## src/rtl/accumulator_signed_sat_param.sv

```systemverilog
// Signed multiply-accumulate back end: sums NUM_TERMS signed products with per-add
// saturation, then presents the MSB slice of the sum through a valid/ready handshake.
module accumulator_signed_sat_param #(
  parameter int DATA_IN_WIDTH  = 8,
  parameter int ACC_WIDTH      = 16,
  parameter int DATA_OUT_WIDTH = 8,
  parameter int NUM_TERMS      = 16
) (
  input  logic                             clk,
  input  logic                             rst,
  input  logic                             clear,
  input  logic                             in_valid,
  output logic                             in_ready,
  input  logic signed [DATA_IN_WIDTH-1:0]  data_in,
  output logic                             out_valid,
  input  logic                             out_ready,
  output logic signed [DATA_OUT_WIDTH-1:0] data_out,
  output logic                             sat_flag
);

  localparam int CNT_W = (NUM_TERMS > 1) ? $clog2(NUM_TERMS) : 1;
  localparam logic [CNT_W-1:0] LAST_CNT = CNT_W'(NUM_TERMS - 1);
  localparam logic signed [ACC_WIDTH-1:0] ACC_MAX = {1'b0, {(ACC_WIDTH-1){1'b1}}};
  localparam logic signed [ACC_WIDTH-1:0] ACC_MIN = {1'b1, {(ACC_WIDTH-1){1'b0}}};

  typedef enum logic {
    ST_ACC,
    ST_DONE
  } state_e;

  state_e                            state_q,     state_d;
  logic signed [ACC_WIDTH-1:0]       acc_q,       acc_d;
  logic        [CNT_W-1:0]           cnt_q,       cnt_d;
  logic                              sticky_q,    sticky_d;
  logic                              out_valid_q, out_valid_d;
  logic signed [DATA_OUT_WIDTH-1:0]  data_out_q,  data_out_d;
  logic                              sat_flag_q,  sat_flag_d;

  logic                              accept;
  logic signed [ACC_WIDTH-1:0]       term_ext;
  logic signed [ACC_WIDTH:0]         sum_wide;
  logic                              add_ovf;
  logic signed [ACC_WIDTH-1:0]       sat_sum;

  // in_ready depends only on registered state plus clear/rst, never on in_valid.
  assign in_ready = (state_q == ST_ACC) && !clear && !rst;
  assign accept   = in_valid && in_ready;

  // One guard bit: the two top bits of the wide sum disagree exactly on overflow.
  assign term_ext = ACC_WIDTH'(data_in);
  assign sum_wide = (ACC_WIDTH+1)'(acc_q) + (ACC_WIDTH+1)'(term_ext);
  assign add_ovf  = sum_wide[ACC_WIDTH] != sum_wide[ACC_WIDTH-1];
  assign sat_sum  = add_ovf ? (sum_wide[ACC_WIDTH] ? ACC_MIN : ACC_MAX)
                            : sum_wide[ACC_WIDTH-1:0];

  always_comb begin
    // NOTE: every next-state signal gets a hold default first so no path can infer a latch.
    state_d     = state_q;
    acc_d       = acc_q;
    cnt_d       = cnt_q;
    sticky_d    = sticky_q;
    out_valid_d = out_valid_q;
    data_out_d  = data_out_q;
    sat_flag_d  = sat_flag_q;

    unique case (state_q)
      ST_ACC: begin
        if (clear) begin
          acc_d    = '0;
          cnt_d    = '0;
          sticky_d = 1'b0;
        end else if (accept) begin
          acc_d = sat_sum;
          if (cnt_q == LAST_CNT) begin
            data_out_d  = sat_sum[ACC_WIDTH-1 -: DATA_OUT_WIDTH];
            sat_flag_d  = sticky_q | add_ovf;
            out_valid_d = 1'b1;
            state_d     = ST_DONE;
          end else begin
            cnt_d    = cnt_q + CNT_W'(1);
            sticky_d = sticky_q | add_ovf;
          end
        end
      end

      ST_DONE: begin
        // A clear while holding a result is treated as a handoff that drops it.
        if (clear || out_ready) begin
          out_valid_d = 1'b0;
          acc_d       = '0;
          cnt_d       = '0;
          sticky_d    = 1'b0;
          state_d     = ST_ACC;
        end
      end

      default: state_d = ST_ACC;
    endcase
  end

  // NOTE: state registers use non-blocking assignments so all of them update together.
  always_ff @(posedge clk) begin
    if (rst) begin
      // NOTE: only a handful of flops, so every one is reset, outputs included.
      state_q     <= ST_ACC;
      acc_q       <= '0;
      cnt_q       <= '0;
      sticky_q    <= 1'b0;
      out_valid_q <= 1'b0;
      data_out_q  <= '0;
      sat_flag_q  <= 1'b0;
    end else begin
      state_q     <= state_d;
      acc_q       <= acc_d;
      cnt_q       <= cnt_d;
      sticky_q    <= sticky_d;
      out_valid_q <= out_valid_d;
      data_out_q  <= data_out_d;
      sat_flag_q  <= sat_flag_d;
    end
  end

  assign out_valid = out_valid_q;
  assign data_out  = data_out_q;
  assign sat_flag  = sat_flag_q;

endmodule

```

## config.mk

```make
export PLATFORM = sky130hd
export DESIGN_NAME = accumulator_signed_sat_param
export DESIGN_NICKNAME = d
export VERILOG_FILES = /design/src/rtl/accumulator_signed_sat_param.sv
export SDC_FILE = /design/constraint.sdc
export NUM_CORES = 1
export LEC_CHECK = 0
export ABC_AREA = 1
export CORE_ASPECT_RATIO = 0.7
export CORE_MARGIN = 2
export CORE_UTILIZATION = 44
export DETAILED_ROUTE_END_ITERATION = 16
export PLACE_DENSITY = 0.61
export SETUP_SLACK_MARGIN = 0.15
export SYNTH_ARGS = -nofsm -noshare
export SYNTH_HDL_FRONTEND = slang
export SYNTH_SLANG_ARGS = --single-unit
```

## constraint.sdc

```tcl
create_clock -name clk -period 2.8 [get_ports clk]
set_input_delay 0.84 -clock clk [delete_from_list [all_inputs] [get_ports clk]]
set_output_delay 0.84 -clock clk [all_outputs]
set_load 0.05 [all_outputs]
```

==> results.toml <==
[run_status]
run_status = "finished, final reports clean"

[clocking]
hold_buffers = 0
h-tree-depth = 2
clk_pin_slew_ns = 0.07
tritoncts = "done"
cts.sinks = 32
insertion_delay_ns = 0.29
cts.path.max_buffers = 2
cts_inserted_buffers = 5
cts.root.buffer_cell = "clkbuf_8"

[floorplanning]
ioPinCount = 24
floorplan.rows = 22
die_h_um = 64.7
dieWidth_um = 90.7
fp.coreArea_um2 = 5150
dieArea_um2 = 5870
floorplan.initialDensity_pct = 45.0

[power]
maximum_vdd_drop_mv = 0.215
design_power_total_mw = 1.21
power_per_cell_area_nw_per_um2 = 350
leakage_nw = 1.69

[flow_run]
cap_violations = 0

[worst_hold_path]
hold_class = "reg2reg"

[setup_path]
critPathRequiredTime_ns = 3.02
endpoint_kind = "flip-flop"
cp.arrival_ns = 2.85
worst-path-max-fanout = 8
path_class = "in2reg"
worstSetupStartpointType = "input pin"

[detailed_routing]
post_drt_via_cell_ratio = 4.84
first_iter_violations = 116
postRouteAntennaNets = 0
post-route-drc-count = 0
detail_route.wl_per_cell_um = 13.2
detail_route.wirelength_um = 6710
num_vias = 2463
detailedRoute.firstPassIterationCount = 4

[synth]
number_of_enable_type_register_cells_in_the_synthesized_netlist = 0
synth_nets = 391
per_instance_average_area_after_synthesis_um2 = 6.43
synth.ff_latch_count = 32
synth_sequential_area_ratio_pct = 27.7
synthesis.instances = 360
syn_area_um2 = 2320
count_of_unique_library_cells_instantiated_by_yosys = 34
yosys_most_used_dff = "dfxtp_1"
synth_warnings = 0
synthArstFlopShare_pct = 0

[global_route]
grt_util_all_layers_pct = 23.6
first_global_vias = 2384
maximum_number_of_pins_on_one_net_before_global_route_repair = 29
first_pass_grt_wire_length_um = 11100
gr-total-overflow = 0
grt_antenna_before_repair = 0

[sta]
finalCriticalPeriod_ns = 2.63
final.period_utilization_pct = 93.9
setup_viol_count_final = 0
finClkSkew_ns = 0.00587
slew-limit-headroom_pct = 66.4
max_freq_mhz = 380
setup_ws_ns = 0.172
slew_violations = 0
worst_pin_slew_ns = 0.503
final-hold-violation-count = 0
setup_repair_after_global_routing_missed_its_margin = "true"

[cells_and_area]
fillerInstances = 460
layout.nets = 467
syn2layout_area_growth_pct = 48.7
final_layout_size_suffix_gt1_share_pct = 30.2
instances_no_fill = 509
num_antenna_cells = 0
fin_util_pct = 66.9

[place]
place_ws_ns = -0.401
numPortBuffers = 23
dp.cells = 488
place.detailed.hpwl_um = 4540
gpl.final_weighted_congestion = 0.825
## placed cells by master, fill, tap and decap left out, types with 7 or more instances in the layout
cell | Yosys | final
dfxtp_1 | 32 | 32
a21oi_2 | 2 | 7
nor2_1 | 31 | 31
nand2_1 | 125 | 108
inv_1 | 45 | 45
clkdlybuf4s50_1 | 0 | 15
ha_4 | 0 | 13
a21oi_1 | 30 | 24
buf_4 | 0 | 47
nand2_2 | 8 | 22
nand3_1 | 12 | 9
## per-stage QoR
| stage | instance area [um2] | hold WS [ns] | TNS (ns) |
|---|---|---|---|
| 3_5_place_dp | 2910 | 0.454 | -8.51 |
| 6_report | 3440 | 0.462 | 0 |
| 3_3_place_gp | 2910 | 0.455 | -7.18 |
| 4_1_cts | 3290 | 0.463 | 0 |
| 2_1_floorplan | 2320 | 0.434 | 0 |
| 5_1_grt | 3440 | 0.500 | 0 |
## state kept, by name, indices dropped and copies added (netlist names)
| register | cells |
|---|---|
| sat_flag | 1 |
| data_out | 8 |
| out_valid | 1 |
| acc_q | 16 |
| cnt_q | 4 |
| state_q | 1 |
| sticky_q | 1 |
## cells in the mapped netlist (all sizes together) (2+ instances only)
library cell  instances  area [um2]
ha                   17         213
o21bai                2        15.0
xor2                  3        26.3
nand2               134         531
o21ai                15        90.1
nand4                 4        40.0
clkbuf                4        15.0
inv                  50         188
dfxtp                32         641
nand3                14        80.1
nor2                 35         156
a21oi                33         184
nor3                  4        20.0
buf                   2        16.3
xnor2                 5        43.8
## report_power, final
group,switching [mW],internal (mW)
Sequential,0.0102,0.465
Combinational,0.195,0.166
Clock,0.174,0.196
## per-layer routing
metal	vias to the layer above	GRT usage [%]	routed length [um]
met2	46	38.3	3090
li1	1291	-	-
met3	4	5.23	283
met1	1122	32.2	3300
met4	0	5.77	38
met5	-	0	0
## final timing paths
check / from / cells past startpoint / slack (ns) / to
setup / recovery: data_in[3] / 13 / 0.17 / acc_q[4]
hold / removal: cnt_q[2] / 1 / 0.46 / cnt_q[2]
setup reg to reg: acc_q[0] / 13 / 0.69 / acc_q[4]
hold reg to reg: cnt_q[2] / 1 / 0.46 / cnt_q[2]
## area by class of cell
| type | count | area [um2] | share of cell area, % |
|---|---|---|---|
| multi-input cells | 273 | 1770 | 51.5 |
| inverters | 50 | 188 | 5.45 |
| flip-flops and latches | 32 | 641 | 18.6 |
| clock buffers | 6 | 82.6 | 2.40 |
| well taps | 72 | 90.1 | 2.62 |
| repair buffers | 74 | 658 | 19.1 |
| clock inverters | 2 | 10.0 | 0.291 |
## cells by family (layout without fill, tap and decap cells)
kind of cell               Yosys count  after routing  synth area share [%]
xor gates and xnor gates             8              8                  3.03
and+or+nand+nor                    193            194                  36.3
DFF                                 32             32                  27.7
buffers and inverters               56            132                  9.45
AOI/OAI and AO/OA                   53             53                  13.5
adders and majority gates           18             18                  10.0
## worst max-delay path, cell delays in order
cell             delay (ns)
clkdlybuf4s50_1        0.47
ha_2                   0.28
inv_1                  0.07
nand2_1                0.09
nand3_2                0.10
nand2_2                0.08
nand2_2                0.13
nand2_2                0.07
nand2_4                0.11
nand2_4                0.08
a21oi_4                0.27
nand2_1                0.09
a21oi_1                0.15
## timing repair
| action | CTS | global route |
|---|---|---|
| pin swaps | 19 | 15 |
| setup buffers | 6 | 5 |
| endpoints found under the setup margin | 27 | 27 |
| gates cloned | 2 | 0 |
| gates resized for setup | 40 | 24 |
Power figures use the tool's default switching activity.
